--- config.mk ---
export PLATFORM = sky130hd
export DESIGN_NAME = rr_arbiter
export DESIGN_NICKNAME = d
export VERILOG_FILES = /design/src/rtl/rr_arbiter_pkg.sv /design/src/rtl/prio_enc_n.sv /design/src/rtl/rr_arbiter.sv
export SDC_FILE = /design/constraint.sdc
export NUM_CORES = 1
export LEC_CHECK = 0
export ABC_AREA = 1
export BUFFER_PORTS_ARGS = -buffer_cell sky130_fd_sc_hd__buf_2
export CAP_MARGIN = 40
export CORE_UTILIZATION = 30
export DETAILED_ROUTE_END_ITERATION = 16
export GPL_TIMING_DRIVEN = 0
export SLEW_MARGIN = 20
export SYNTH_ARGS = -nofsm -noshare
export SYNTH_HDL_FRONTEND = slang
export SYNTH_HIERARCHICAL = 1
export SYNTH_SLANG_ARGS = --single-unit
export TNS_END_PERCENT = 1
--- constraint.sdc ---
create_clock -name clk -period 5 [get_ports clk]
set_input_delay 1 -clock clk [delete_from_list [all_inputs] [get_ports clk]]
set_output_delay 1 -clock clk [all_outputs]
set_load 0.05 [all_outputs]
--- src/rtl/rr_arbiter_pkg.sv ---
// Shared types and helpers for the round-robin arbiter (package arb_pkg).
// Helpers work on a fixed 16-bit container; callers slice out their N bits.
package arb_pkg;

   typedef enum logic {IDLE = 1'b0, BUSY = 1'b1} arb_state_t;

   localparam int ARB_N_DEFAULT = 4;
   localparam int ARB_N_MAX     = 16;

   function automatic logic [ARB_N_MAX-1:0] onehot(input logic [3:0] idx);
      logic [ARB_N_MAX-1:0] v;
      v      = '0;
      v[idx] = 1'b1;
      return v;
   endfunction

   // Rotate the low n bits of vec right by sh; bits at and above n read as 0.
   function automatic logic [ARB_N_MAX-1:0] rotr(input logic [ARB_N_MAX-1:0] vec,
                                                 input logic [3:0] sh,
                                                 input int n);
      logic [ARB_N_MAX-1:0] r;
      int j;
      r = '0;
      for (int i = 0; i < ARB_N_MAX; i++) begin
         if (i < n) begin
            j    = (i + int'(sh)) % n;
            r[i] = vec[j[3:0]];
         end
      end
      return r;
   endfunction

endpackage

--- src/rtl/prio_enc_n.sv ---
// Lowest-index-first priority encoder; found flags any set bit.
module prio_enc_n #(
   parameter int N = 4
) (
   input  logic [N-1:0]         vec,
   output logic [$clog2(N)-1:0] idx,
   output logic                 found
);
   localparam int IDW = $clog2(N);

   // seen[i] is set when any bit below i is set, so only the first set bit is taken.
   logic [N:0] seen;

   assign seen[0] = 1'b0;
   generate
      for (genvar gi = 0; gi < N; gi++) begin : g_seen
         assign seen[gi+1] = seen[gi] | vec[gi];
      end
   endgenerate

   always_comb begin
      idx = '0;
      for (int i = 0; i < N; i++) begin
         if (vec[i] && !seen[i]) idx = idx | IDW'(i);
      end
   end

   assign found = seen[N];

endmodule

--- src/rtl/rr_arbiter.sv ---
// Round-robin arbiter: grant held until the owner drops req, then passed fairly onward.
// Define ARB_TIMEOUT_EN to force release after MAX_HOLD cycles of ownership.
module rr_arbiter
   import arb_pkg::*;
#(
   parameter int N        = ARB_N_DEFAULT,
   parameter int IDW      = $clog2(N),
   parameter int MAX_HOLD = 15
) (
   input  logic           clk,
   input  logic           rst,
   input  logic [N-1:0]   req,
   output logic [N-1:0]   gnt,
   output logic [IDW-1:0] gnt_id,
   output logic           gnt_valid,
   output logic           timeout
);

   arb_state_t           state_reg, state_next;
   logic [N-1:0]         gnt_reg, gnt_next;
   logic [IDW-1:0]       gnt_id_reg, gnt_id_next;
   logic [IDW-1:0]       ptr_reg, ptr_next;
   logic [IDW-1:0]       ptr_inc, arb_ptr, enc_idx, winner;
   logic [IDW:0]         win_sum;
   logic                 owner_req, hold_expired, release_now, found, load;
   logic [ARB_N_MAX-1:0] rot_full, oh_full;
   logic [N-1:0]         req_rot;

   assign owner_req   = req[gnt_id_reg];
   assign ptr_inc     = (gnt_id_reg == IDW'(N-1)) ? '0 : gnt_id_reg + 1'b1;
   assign release_now = (state_reg == BUSY) && (!owner_req || hold_expired);
   // On a release the pointer has already moved past the old owner for this arbitration.
   assign arb_ptr     = release_now ? ptr_inc : ptr_reg;

   assign rot_full = rotr(ARB_N_MAX'(req), 4'(arb_ptr), N);
   assign req_rot  = rot_full[N-1:0];

   prio_enc_n #(.N(N)) u_enc (
      .vec   (req_rot),
      .idx   (enc_idx),
      .found (found)
   );

   assign win_sum = {1'b0, enc_idx} + {1'b0, arb_ptr};
   assign winner  = (win_sum >= (IDW+1)'(N)) ? IDW'(win_sum - (IDW+1)'(N)) : win_sum[IDW-1:0];
   assign oh_full = onehot(4'(winner));

   generate
      if (N < ARB_N_MAX) begin : g_pad
         logic unused_hi;
         assign unused_hi = ^{rot_full[ARB_N_MAX-1:N], oh_full[ARB_N_MAX-1:N]};
      end
   endgenerate

   always_comb begin
      state_next  = state_reg;
      gnt_next    = gnt_reg;
      gnt_id_next = gnt_id_reg;
      ptr_next    = ptr_reg;
      load        = 1'b0;
      case (state_reg)
         IDLE: load = found;
         BUSY: begin
            if (release_now) begin
               ptr_next = ptr_inc;
               load     = found;
               if (!found) begin
                  state_next  = IDLE;
                  gnt_next    = '0;
                  gnt_id_next = '0;
               end
            end
         end
         default: state_next = IDLE;
      endcase
      if (load) begin
         state_next  = BUSY;
         gnt_next    = oh_full[N-1:0];
         gnt_id_next = winner;
      end
   end

   always_ff @(posedge clk) begin
      if (rst) begin
         state_reg  <= IDLE;
         gnt_reg    <= '0;
         gnt_id_reg <= '0;
         ptr_reg    <= '0;
      end else begin
         state_reg  <= state_next;
         gnt_reg    <= gnt_next;
         gnt_id_reg <= gnt_id_next;
         ptr_reg    <= ptr_next;
      end
   end

   assign gnt       = gnt_reg;
   assign gnt_id    = gnt_id_reg;
   assign gnt_valid = |gnt_reg;

`ifdef ARB_TIMEOUT_EN
   localparam int CW = $clog2(MAX_HOLD + 1);

   logic [CW-1:0] hold_reg;
   logic          timeout_reg;

   // hold_reg counts completed cycles of the current grant; the last allowed one revokes.
   assign hold_expired = owner_req && (hold_reg == CW'(MAX_HOLD - 1));

   always_ff @(posedge clk) begin
      if (rst) begin
         hold_reg    <= '0;
         timeout_reg <= 1'b0;
      end else begin
         timeout_reg <= release_now && hold_expired;
         if (load)
            hold_reg <= '0;
         else if (state_reg == BUSY)
            hold_reg <= hold_reg + 1'b1;
      end
   end

   assign timeout = timeout_reg;
`else
   localparam int unused_max_hold = MAX_HOLD;

   assign hold_expired = 1'b0;
   assign timeout      = 1'b0;
`endif

endmodule
# --- Word level (Yosys, flattened, before mapping) ---
# Index checks and enable logic that the tools add are counted.
totals:
  ramBits: 0
  latchBits: 0
  in_bits: 6
  word_cells: 75
  mem_bits_ro: 0
  n_memories: 0
  output_inout_bits: 8
  regBits: 9
classes:
  multipliers: 0
  div_mod_pow: 0
  add_sub_neg: 6
  n_bitwise: 7
  muxes: 32
  n_eq_ne: 2
  n_reduce_logical: 16
  magnitude_cmp: 8
  n_shift: 0
ops:
  columns: ["op", "count"]
  rows:
  - ["$mux 2", 9]
  - ["$mux 4", 4]
  - ["$lt 4x5->1 const B", 3]
  - ["$mux 1", 12]
  - ["$lt 2x5->1 const B", 2]
  - ["$bmux 1 s3", 3]
  - ["$reduce_or 2->1", 3]
  - ["$logic_and 1x1->1", 5]
  - ["$add 2x2->2 const A", 2]
  - ["$bmux 1 s2", 2]
  - ["$logic_not 1->1", 4]
  - ["$reduce_bool 2->1", 2]
  - ["$reduce_or 4->1", 1]
  - ["$add 2x2->3", 1]
  - ["$and 1x1->1 const A", 3]
  - ["$ge 3x3->1 const B", 1]
  - ["$lt 2x3->1 const B", 1]
  - ["$or 1x1->1", 3]
  - ["$reduce_and 3->1", 1]
  - ["$add 1x2->2 const A", 1]
  - ["$add 2x1->2 const B", 1]
  - ["$demux 1 s2", 1]
  - ["$eq 2x2->1 const B", 1]
  - ["$ge 2x1->1 const B", 1]
  - ["other kinds (4)", 4]

# --- Depth between registers and ports, before layout ---
# Gate-level depths: netlist of the first run.
logic_depth:
  ltp_word: 23
  mapped_depth: 21
  ltp_nobuf: 21

# --- By module ---
# Netlist of the first run, hierarchy kept.
by_module_without_submodules:
  columns: ["module", "cells_per_inst", "instances", "area_per_inst_um2", "seq_area_each_um2"]
  rows:
  - ["rr_arbiter", 98, 1, 695.7, 180.2]
  - ["prio_enc_n", 9, 1, 48.8, 0.0]

# --- Worst setup path before layout of the first run ---
# Ideal clock, no wire load.
synth_timing:
  path_kind: "input port to flip-flop"
  start: "input req[3]"
  end: "register gnt_reg[3], in the netlist gnt[3]"
  path_slack_ns: 2.125
  setup_time_ns: 0.132
  path_stages: 19
  required_ns: 4.868
  path_buffers: 0
  t_arrival_ns: 2.743
  cell_sequence: "nand2_1 > nand3_2 > nand2_4 > nand3_2 > nand2_4 > inv_6 > nand2_1 > o21ai_1 > mux2i_1 > inv_2 > nand2_2 > a21oi_2 > ha_1 > xnor2_1 > nand3b_1 > nand2_2 > inv_2 > nand2_1 > a21oi_1"
synth_via:
  word_cells_on_any_way: 50
  classes_between: "add/sub (5); order compare (3); eq/ne (1); mux (20); bitwise (6); reduce/logical (15)"
synth_rtl:
  columns: ["item", "line_no", "rtl"]
  rows:
  - ["start: declaration", "rr_arbiter.sv:12", "input logic [N-1:0] req,"]
  - ["$bmux 1 s2", "rr_arbiter.sv:29", "assign owner_req = req[gnt_id_reg];"]
  - ["$mux 1 (implied by the code)", "rr_arbiter.sv:29", null]
  - ["$logic_not 1->1", "rr_arbiter.sv:31", "assign release_now = (state_reg == BUSY) && (!owner_req || hold_expired);"]
  - ["$logic_and 1x1->1", "rr_arbiter.sv:31", null]
  - ["$mux 2", null, null]
  - ["$add 2x2->2", "rr_arbiter_pkg.sv:26", "j = (i + int'(sh)) % n;"]
  - ["$reduce_or 2->1 (no source line)", null, null]
  - ["$and 1x1->1 (no source line)", null, null]
  - ["(+2 left out)", null, null]
  - ["named net req_rot[2]", "rr_arbiter.sv:27", "logic [N-1:0] req_rot;"]
  - ["(+4 left out)", null, null]
  - ["named net enc_idx[0]", "rr_arbiter.sv:23", "logic [IDW-1:0] ptr_inc, arb_ptr, enc_idx, winner;"]
  - ["$add 2x2->3 (*)", "rr_arbiter.sv:44", "assign win_sum = {1'b0, enc_idx} + {1'b0, arb_ptr};"]
  - ["$ge 3x3->1 or $sub 2x1->2 (tied branches)", "rr_arbiter.sv:45", "assign winner = (win_sum >= (IDW+1)'(N)) ? IDW'(win_sum - (IDW+1)'(N)) : win_sum[IDW-1:0];"]
  - ["$mux 2 (*)", "rr_arbiter.sv:45", null]
  - ["$lt 2x5->1 (implied by the code) or $ge 2x1->1 (tied branches)", "rr_arbiter_pkg.sv:13", "v[idx] = 1'b1;"]
  - ["$logic_and 1x1->1 (implied by the code)", "rr_arbiter_pkg.sv:13", null]
  - ["$mux 1 (implied by the code)", "rr_arbiter_pkg.sv:13", null]
  - ["$demux 1 s2 (*)", "rr_arbiter_pkg.sv:13", null]
  - ["$mux 4 (*)", "rr_arbiter.sv:76", "if (load) begin"]
  - ["end signal: assignment", "rr_arbiter.sv:91", "gnt_reg <= gnt_next;"]
  - ["end: declaration", "rr_arbiter.sv:20", "logic [N-1:0] gnt_reg, gnt_next;"]
# Mark *: on every way through the listed nets, which the timed path passes. The rest lies on a longest branch. The select of a mux whose other input is x is not followed.
# A chain may end at the register's enable or synchronous reset.

# --- Worst setup path after layout of the first run ---
layout_timing:
  start: "input req[1]"
  end: "register gnt_id_reg[1], in the netlist gnt_id[1]"
layout_via:
  word_cells_on_any_way: 45
  classes_between: "add/sub (5); order compare (1); eq/ne (1); mux (18); bitwise (6); reduce/logical (14)"
layout_rtl:
  columns: ["item", "line_no", "rtl"]
  rows:
  - ["$bmux 1 s2", "rr_arbiter.sv:29", null]
  - ["$mux 1 (implied by the code)", "rr_arbiter.sv:29", null]
  - ["$logic_not 1->1", "rr_arbiter.sv:31", null]
  - ["$logic_and 1x1->1", "rr_arbiter.sv:31", null]
  - ["$mux 2", null, null]
  - ["$add 2x2->2", "rr_arbiter_pkg.sv:26", null]
  - ["$reduce_or 2->1 (no source line)", null, null]
  - ["$and 1x1->1 (no source line)", null, null]
  - ["(+2 left out)", null, null]
  - ["named net req_rot[2]", "rr_arbiter.sv:27", null]
  - ["(+1 left out)", null, null]
  - ["$logic_not 1->1 (*)", "prio_enc_n.sv:24", "if (vec[i] && !seen[i]) idx = idx | IDW'(i);"]
  - ["$logic_and 1x1->1 (*)", "prio_enc_n.sv:24", null]
  - ["$mux 2 (*)", "prio_enc_n.sv:24", null]
  - ["named net enc_idx[0]", "rr_arbiter.sv:23", null]
  - ["$add 2x2->3 (*)", "rr_arbiter.sv:44", null]
  - ["$ge 3x3->1 or $sub 2x1->2 (tied branches)", "rr_arbiter.sv:45", null]
  - ["$mux 2 (*)", "rr_arbiter.sv:45", null]
  - ["$mux 2 (*)", "rr_arbiter.sv:76", null]
  - ["end signal: assignment", "rr_arbiter.sv:92", "gnt_id_reg <= gnt_id_next;"]
  - ["end: declaration", "rr_arbiter.sv:21", "logic [IDW-1:0] gnt_id_reg, gnt_id_next;"]
# Marked as above.

==> impl_metrics.toml, run 1 <==
[cells_and_area]
final_core_util = 0.378
area_delta_synth_final_pct = 15.6
largest_reg_flops = 4
drive_above_1_share = 0.328
antennaDiodeCount = 0
num-fill-cells = 247
fin_nets = 131

[die]
fp.dieW_um = 51.8
num_rows = 17
core_area_um2 = 2280
ios = 14
initial_core_util = 0.327
die-height_um = 51.8
die_area_um2 = 2680

[yosys]
syn_nets = 115
yosys-top-cells-area = "dfxtp_1 24%, nand2_1 15%, nand2_4 7.6%, inv_1 6.1%, a21oi_1 4.0%"
yosysUniqueCellTypes = 26
ys_ff_latch = 9
synth_top_area_cell = "dfxtp_1"
yosys_warnings = 6
ys_seq_area_frac = 0.242
yosys.area.top_type_share = 0.242
syn_inst = 107
synthesis.area_um2 = 744
avgSynthCellArea_um2 = 6.96

[sta]
min_period_ps = 2930
setup_viol = 0
holdWs_ps = 481
finalMaxSlewViolations = 0
worst_slack_ps = 2070
hold_viol = 0
finalSetupTns_ps = 0
skew_ps = 6.31
fmax_ghz = 0.341
min_period_over_period = 0.586
grt_setup_unrepaired = "no"

[clocking]
cts.sinks = 9
cts_setup_buffers = 0
cts.path.max_buffers = 2
clkLatencyLatePin_ps = 260
htreeDepth = 1
cts-hold-fix-buffers = 0
cts_inserted_buffers = 3
clk_pin_slew_ps = 60
ctsResizeCount = 0
clockRootBuffer = "clkbuf_4"
cts_tree = "yes"

[power_and_ir_drop]
peakVddDrop_v = 0.000366
internal_power_uw = 300
pwr-share-comb = 0.749
pwr-share-clk = 0.080
switchingPower_uw = 383
netSwitchingFraction = 0.560
cellPowerDensity_nw_per_um2 = 793
seqPwrFrac = 0.171
p_leak_nw = 0.451

[routing]
routed-via-count = 667
drc = 0
dr.first_iter.drc_count = 10
ant_nets = 0
drt-vias-per-instance = 4.45
drt_wl_total_mm = 1.42
wire_per_inst_um = 9.48
drt_first_pass_iters = 4

[placement]
dp_slack_ps = 1840
io_buffers = 11
post-dp-hpwl_mm = 1.17
globalplace.congestion = 0.759

[global_routing]
grt_pass1_vias = 612
antenna_found_initial = 0
gr-total-overflow = 0
grt_max_degree = 10
grt_use_total = 0.125
grt_pass1_wl_mm = 2.53

[critical_path]
crit_path_max_incr_delay_ps = 210
critPathMaxFanout = 9
required_ps = 5180
arrival_ps = 3110
rrSetupSlack_ps = 2420
worstReg2RegEnd = "gnt_id[1]"
slowest_stage = "ha_1"
path_cells = "buf_2 -> nand2_1 -> nand3_2 -> nand2_4 -> nand3_2 -> nand2_4 -> inv_6 -> nand2_1 -> o21ai_1 -> mux2i_1 -> inv_2 -> nand2_2 -> a21oi_2 -> ha_1 -> xnor2_1 -> nand3b_1 -> nand2_2 -> inv_2 -> nand2_1 -> a21oi_1"
start_kind = "input pin"
end_kind = "register"
reg2reg_depth = 20
r2r-start = "gnt_id[0]"
worst-setup-path-type = "input pin to register"
critPathLaunch = "req[1]"
crit_end = "gnt_id[1]"
cp_common_cell = "nand2_1"

[min_path]
hold_class = "register to register"

[flow_run]
maxCapViolations = 0

[outcome]
status = "complete, no violations"
[cell usage after synthesis (all sizes together)]
cell type / instances
conb: 1
mux2i: 2
a21oi: 9
inv: 19
ha: 2
or4: 1
nor2: 6
nand3b: 2
dfxtp: 9
nand4: 2
o21a: 1
nand2: 37
nand3: 8
xnor2: 2
buf: 2
o21ai: 4
[cells in the final DEF, fill, tap and decap left out, types with 3 or more instances in the layout]
cell type / n
a21oi_1: 6
nand3_2: 3
clkbuf_4: 3
buf_2: 11
nand2_2: 3
nand2_1: 29
inv_1: 12
nand3_1: 5
nor2_1: 6
inv_2: 6
nand2_4: 5
a21oi_2: 3
dfxtp_1: 9
[final cells by class]
cell class | count | area [µm²] | area share
Multi-Input combinational cell | 77 | 477 | 0.554
Sequential cell | 9 | 180 | 0.209
Inverter | 19 | 76.3 | 0.0887
Timing Repair Buffer | 11 | 55.1 | 0.0640
Tap cell | 28 | 35.0 | 0.0407
Clock buffer | 4 | 26.3 | 0.0305
Buffer | 2 | 11.3 | 0.0131
[critical path, delay by kind of cell]
family | cells | cell delay, ps
and+or+nand+nor | 10 | 950
xor gates and xnor gates | 1 | 200
buffers and inverters | 4 | 320
adders and majority gates | 1 | 210
muxes | 1 | 180
AOI/OAI and AO/OA | 3 | 230
[power groups by stage]
stage          clock, mW  sequential, mW  combinational (mW)
5_1_grt           0.0603           0.120               0.571
2_1_floorplan          0           0.163               0.388
3_3_place_gp           0           0.117               0.504
3_5_place_dp           0           0.118               0.513
4_1_cts           0.0564           0.117               0.515
6_report          0.0544           0.117               0.512
[per-layer routing]
metal | track usage | routed length (µm) | vias up
met5 | 0 | 0 | -
met3 | 0.0351 | 39 | 0
met2 | 0.212 | 663 | 7
li1 | - | - | 365
met1 | 0.156 | 720 | 295
met4 | 0.0270 | 0 | 0
[how the worst min path moves through the flow]
| stage | from | to | cells past startpoint |
|---|---|---|---|
| floorplan | state_reg | state_reg | 2 |
| global placement | gnt[1] | gnt[1] | 2 |
| detailed placement | gnt[1] | gnt[1] | 2 |
| CTS | gnt[1] | gnt[1] | 2 |
| global route | gnt[1] | gnt[1] | 2 |
| finish | gnt[1] | gnt[1] | 2 |
[stage by stage]
| stage | cells | total power [mW] | area, µm² |
|---|---|---|---|
| after floorplan | 107 | 0.551 | 744 |
| after global placement | 146 | 0.621 | 835 |
| after detailed placement | 146 | 0.631 | 835 |
| after CTS | 150 | 0.688 | 861 |
| after global routing | 150 | 0.751 | 861 |
| final | 150 | 0.683 | 861 |
[cells by family after synthesis]
| kind of cell | synth area share |
|---|---|
| flip-flops | 0.242 |
| AO/OA/AOI/OAI | 0.123 |
| other | 0.00504 |
| XOR/XNOR | 0.0487 |
| multiplexers | 0.0269 |
| AND/OR/NAND/NOR | 0.403 |
| adder cells (fa/ha/maj) | 0.0336 |
| buffers and inverters | 0.118 |
No activity file was read; power rests on OpenSTA's default activity.
==> run 2: changes to the inputs <==
==> constraint.sdc (replaced) <==
create_clock -name clk -period 2.5 [get_ports clk]
set_input_delay 0.5 -clock clk [delete_from_list [all_inputs] [get_ports clk]]
set_output_delay 0.5 -clock clk [all_outputs]
set_load 0.05 [all_outputs]
==> impl_metrics.toml, run 2 (synthesis results as in run 1) <==
[power_and_ir_drop]
p_leak_nw = 0.486
peakVddDrop_v = 0.000705
cellPowerDensity_nw_per_um2 = 1570

[critical_path]
cp_top_family = "simple AND/OR/NAND/NOR gates"
start_kind = "register"
cp_num_buf_inv = 3
arrival_ps = 2600
crit_path_max_incr_delay_ps = 370
end_kind = "register"
worst-setup-path-type = "register to register"
required_ps = 2680
slowest_stage = "dfxtp_4"
path_cells = "ha_1 -> nor2_2 -> nand3_2 -> nand2_4 -> inv_8 -> nand2_1 -> o21ai_2 -> mux2i_1 -> inv_2 -> nand2_2 -> a21oi_2 -> ha_1 -> xnor2_1 -> nand3b_1 -> nand2_2 -> inv_2 -> nand2_1 -> a21oi_2"
rrSetupSlack_ps = 80
critPathMaxFanout = 9

[die]
ios = 14
core_area_um2 = 2280
initial_core_util = 0.327
die-height_um = 51.8
num_rows = 17
fp.dieW_um = 51.8
die_area_um2 = 2680

[sta]
skew_ps = 5.87
finalMaxSlewViolations = 0
holdWs_ps = 474
min_period_over_period = 0.968
hold_viol = 0
grt_setup_unrepaired = "yes"
setup_viol = 0
min_period_ps = 2420
fmax_ghz = 0.413
worst_slack_ps = 79.6

[global_routing]
grt_util_met3 = 0.0439
grt_max_degree = 10
gr-total-overflow = 0
grtUsageMet2 = 0.210
globalRouteMet1Util = 0.152
grt_pass1_wl_mm = 2.55
antenna_found_initial = 0
grt_pass1_vias = 615
top_usage_layer = "met2"
grt_use_total = 0.127

[routing]
ant_nets = 0
routed-via-count = 691
drt_first_pass_iters = 3
wire_per_inst_um = 9.53
drc = 0
drt_wl_total_mm = 1.47
drt-vias-per-instance = 4.49
dr.first_iter.drc_count = 8

[cells_and_area]
num-fill-cells = 233
drive_above_1_share = 0.397
area_delta_synth_final_pct = 23.7
final_cell_mix = "29 x nand2_1, 12 x inv_1, 11 x buf_2"
layout_commonest_cell = "nand2_1"
largest_reg_flops = 4
antennaDiodeCount = 0
fin_nets = 135
final_core_util = 0.405

[clocking]
clk_pin_slew_ps = 60
cts_inserted_buffers = 3
cts.sinks = 9
htreeDepth = 1
clkLatencyLatePin_ps = 260
clockRootBuffer = "clkbuf_4"
cts.path.max_buffers = 2
cts-hold-fix-buffers = 0
cts_tree = "yes"

[placement]
dp_slack_ps = -181
globalplace.congestion = 0.792
post-dp-hpwl_mm = 1.16
io_buffers = 11

[min_path]
hold_class = "register to register"

[flow_run]
maxCapViolations = 0

[outcome]
status = "complete, no violations"
-- run 2: cell types whose count changed in the layout (fill, tap and decap cells not counted) --
cell,delta
a21oi_1,-1
a21oi_2,+1
buf_4,+4
dfxtp_1,-2
dfxtp_2,+1
dfxtp_4,+1
inv_6,-1
inv_8,+1
nand3b_2,-1
nand3b_4,+1
nor2_1,-1
nor2_2,+1
o21ai_1,-2
o21ai_2,+2
-- run 2: tightest hold or removal path: stages, from the launching register on --
cell     delay [ps]
dfxtp_1         310
nand2_1          60
a21oi_1          50
-- run 2: cell type report --
| cell class | instances | area (µm²) | area share |
|---|---|---|---|
| buffer | 2 | 11.3 | 0.0122 |
| clock buffer | 4 | 26.3 | 0.0285 |
| inverter | 19 | 78.8 | 0.0856 |
| multi-input combinational | 77 | 499 | 0.542 |
| sequential | 9 | 185 | 0.201 |
| tap | 28 | 35.0 | 0.0380 |
| timing repair buffer | 15 | 85.1 | 0.0924 |
-- run 2: repair_timing --
| action | in CTS | in global routing |
|---|---|---|
| endpoints found under the setup margin | 0 | 6 |
| setup buffers | 0 | 4 |
| gates resized for setup | 0 | 7 |
-- run 2: per-stage QoR --
stage	cells	total power, mW	setup TNS, ps	area (µm²)
CTS	150	1.38	0	863
finish	154	1.44	0	921
floorplan	107	1.10	0	747
global placement	146	1.24	-480	837
detailed placement	146	1.26	-721	837
global route	154	1.58	-503	921
-- run 2: report_power, final --
| group | total (mW) | switching, mW | internal [mW] |
|---|---|---|---|
| combinational | 1.10 | 0.699 | 0.400 |
| sequential | 0.237 | 0.0451 | 0.192 |
| clock | 0.108 | 0.0465 | 0.0612 |
-- run 2: worst paths after layout --
path                             endpoint  cells after the start      start
worst max-delay path            gnt_id[1]                     18  gnt_id[0]
worst min-delay path               gnt[3]                      2     gnt[3]
worst min register to register     gnt[3]                      2     gnt[3]
worst max register to register  gnt_id[1]                     18  gnt_id[0]
-- run 2: routing by layer --
layer	up-vias	routed length, µm
li1	376	-
met2	8	697
met5	-	0
met3	0	38
met4	0	0
met1	307	732
==> run 3: changes to the inputs <==
==> constraint.sdc (replaced) <==
create_clock -name clk -period 2.3 [get_ports clk]
set_input_delay 0.46 -clock clk [delete_from_list [all_inputs] [get_ports clk]]
set_output_delay 0.46 -clock clk [all_outputs]
set_load 0.01 [all_outputs]
==> impl_metrics.toml, run 3 (synthesis results as in run 1) <==
[outcome]
status = "complete, but fails checks"
violations = "negative setup slack"

[min_path]
hold_path_depth = 2
hold_class = "register to register"
holdPathEnd = "gnt[3]"
worst_hold_startpoint = "gnt[3]"

[clocking]
cts.path.max_buffers = 2
cts_inserted_buffers = 3
cts_tree = "yes"
clk_pin_slew_ps = 50
clockRootBuffer = "clkbuf_4"
htreeDepth = 1
cts.sinks = 9
clkLatencyLatePin_ps = 260
cts-hold-fix-buffers = 0

[routing]
drt_wl_total_mm = 2.04
dr.first_iter.drc_count = 15
wire_per_inst_um = 12.3
drt-vias-per-instance = 4.91
ant_nets = 0
routed-via-count = 815
drc = 0
drt_first_pass_iters = 4

[cells_and_area]
layout_commonest_cell = "nand2_1"
antennaDiodeCount = 0
largest_reg_flops = 4
fin_nets = 147
area_delta_synth_final_pct = 58.3
final_cell_mix = "18 x nand2_1, 15 x buf_4, 11 x inv_1, 11 x buf_2, 10 x nand2_2"
drive_above_1_share = 0.594

[critical_path]
required_ps = 2430
rrSetupSlack_ps = -210
r2r-start = "gnt_id[0]"
reg2reg_depth = 20
critPathMaxFanout = 5
end_kind = "register"
worst-setup-path-type = "register to register"
start_kind = "register"
critPathLaunch = "gnt_id[0]"
arrival_ps = 2640
worstReg2RegEnd = "gnt_id[1]"

[flow_run]
maxCapViolations = 0

[power_and_ir_drop]
switchingPower_uw = 986
peakVddDrop_v = 0.000838
cellPowerDensity_nw_per_um2 = 1660
p_leak_nw = 0.558
pwr-share-comb = 0.801
internal_power_uw = 973
seqPwrFrac = 0.138
pwr-share-clk = 0.061
netSwitchingFraction = 0.503

[sta]
relSlewSlack = 0.667
finalMaxSlewViolations = 0
hold_viol = 0
holdWs_ps = 481
min_period_ps = 2510
skew_ps = 5.26
min_period_over_period = 1.09
worst_slack_ps = -213
finalSetupTns_ps = -972
grt_setup_unrepaired = "yes"
worstMarginPinSlew_ps = 499
setup_viol = 6
fmax_ghz = 0.398

[die]
num_rows = 17
ios = 14
core_area_um2 = 2280
die_area_um2 = 2680
fp.dieW_um = 51.8
initial_core_util = 0.327
die-height_um = 51.8

[placement]
post-dp-hpwl_mm = 1.22
io_buffers = 11
globalplace.congestion = 0.830
dp_slack_ps = -357

[global_routing]
grt_max_degree = 10
antenna_found_initial = 0
grt_pass1_vias = 722
grt_use_total = 0.151
gr-total-overflow = 0
grt_pass1_wl_mm = 3.01
[run 3: metrics by stage]
| stage | instances | instance area (µm²) | power (mW) | util |
|---|---|---|---|---|
| finish | 166 | 1180 | 1.96 | 0.518 |
| global route | 166 | 1180 | 2.12 | 0.518 |
| CTS | 160 | 972 | 1.59 | 0.427 |
| detailed placement | 146 | 837 | 1.24 | 0.368 |
| global placement | 146 | 837 | 1.21 | 0.368 |
| floorplan | 107 | 747 | 1.06 | - |
[run 3: area by class of cell]
type	count	area [µm²]
buffer	2	11.3
clock buffer	4	26.3
inverter	19	86.3
timing repair buffer	26	171
timing repair inverter	1	6.26
fill	195	1100
multi-input combinational	77	654
tap	28	35.0
sequential	9	188
[run 3: critical path: stages (launching register included)]
cell and delay, ps:
dfxtp_4 390, inv_4 50, nand2_2 60, nand3_2 90, nand2_4 130, nand3_4 110, nand2_8 150, clkinv_8 90
nand2_2 80, o21ai_4 60, mux2i_2 150, inv_2 60, nand2_2 70, a21oi_2 60, ha_2 190, xnor2_2 140
nand3b_1 200, nand2_2 110, inv_2 50, nand2_1 70, a21oi_1 60
[run 3: power by group through the flow]
stage	combinational (mW)	clock [mW]	sequential, mW
6_report	1.57	0.119	0.270
5_1_grt	1.71	0.131	0.278
4_1_cts	1.21	0.123	0.258
3_5_place_dp	0.983	0	0.261
3_3_place_gp	0.955	0	0.258
2_1_floorplan	0.795	0	0.266
[run 3: worst max path at each step]
stage,endpoint,slack (ps)
6_report,gnt_id[1],-210
3_3_place_gp,gnt_id[1],-300
4_1_cts,gnt_id[1],-140
5_1_grt,gnt_id[1],-370
3_5_place_dp,gnt_id[1],-360
2_1_floorplan,gnt_id[1],-0.7
[run 3: metal layers]
metal | wire [µm] | global-route usage | up-vias
li1 | - | - | 397
met1 | 770 | 0.177 | 382
met2 | 1120 | 0.264 | 30
met3 | 91 | 0.0380 | 6
met4 | 57 | 0.0495 | 0
met5 | 0 | 0 | -
[run 3: what timing repair did]
action,in CTS,in global routing
endpoints found under the setup margin,6,6
gates cloned,1,0
hold endpoints to repair,0,0
buffers inserted,9,6
pin swaps,10,18
gates resized for setup,10,36
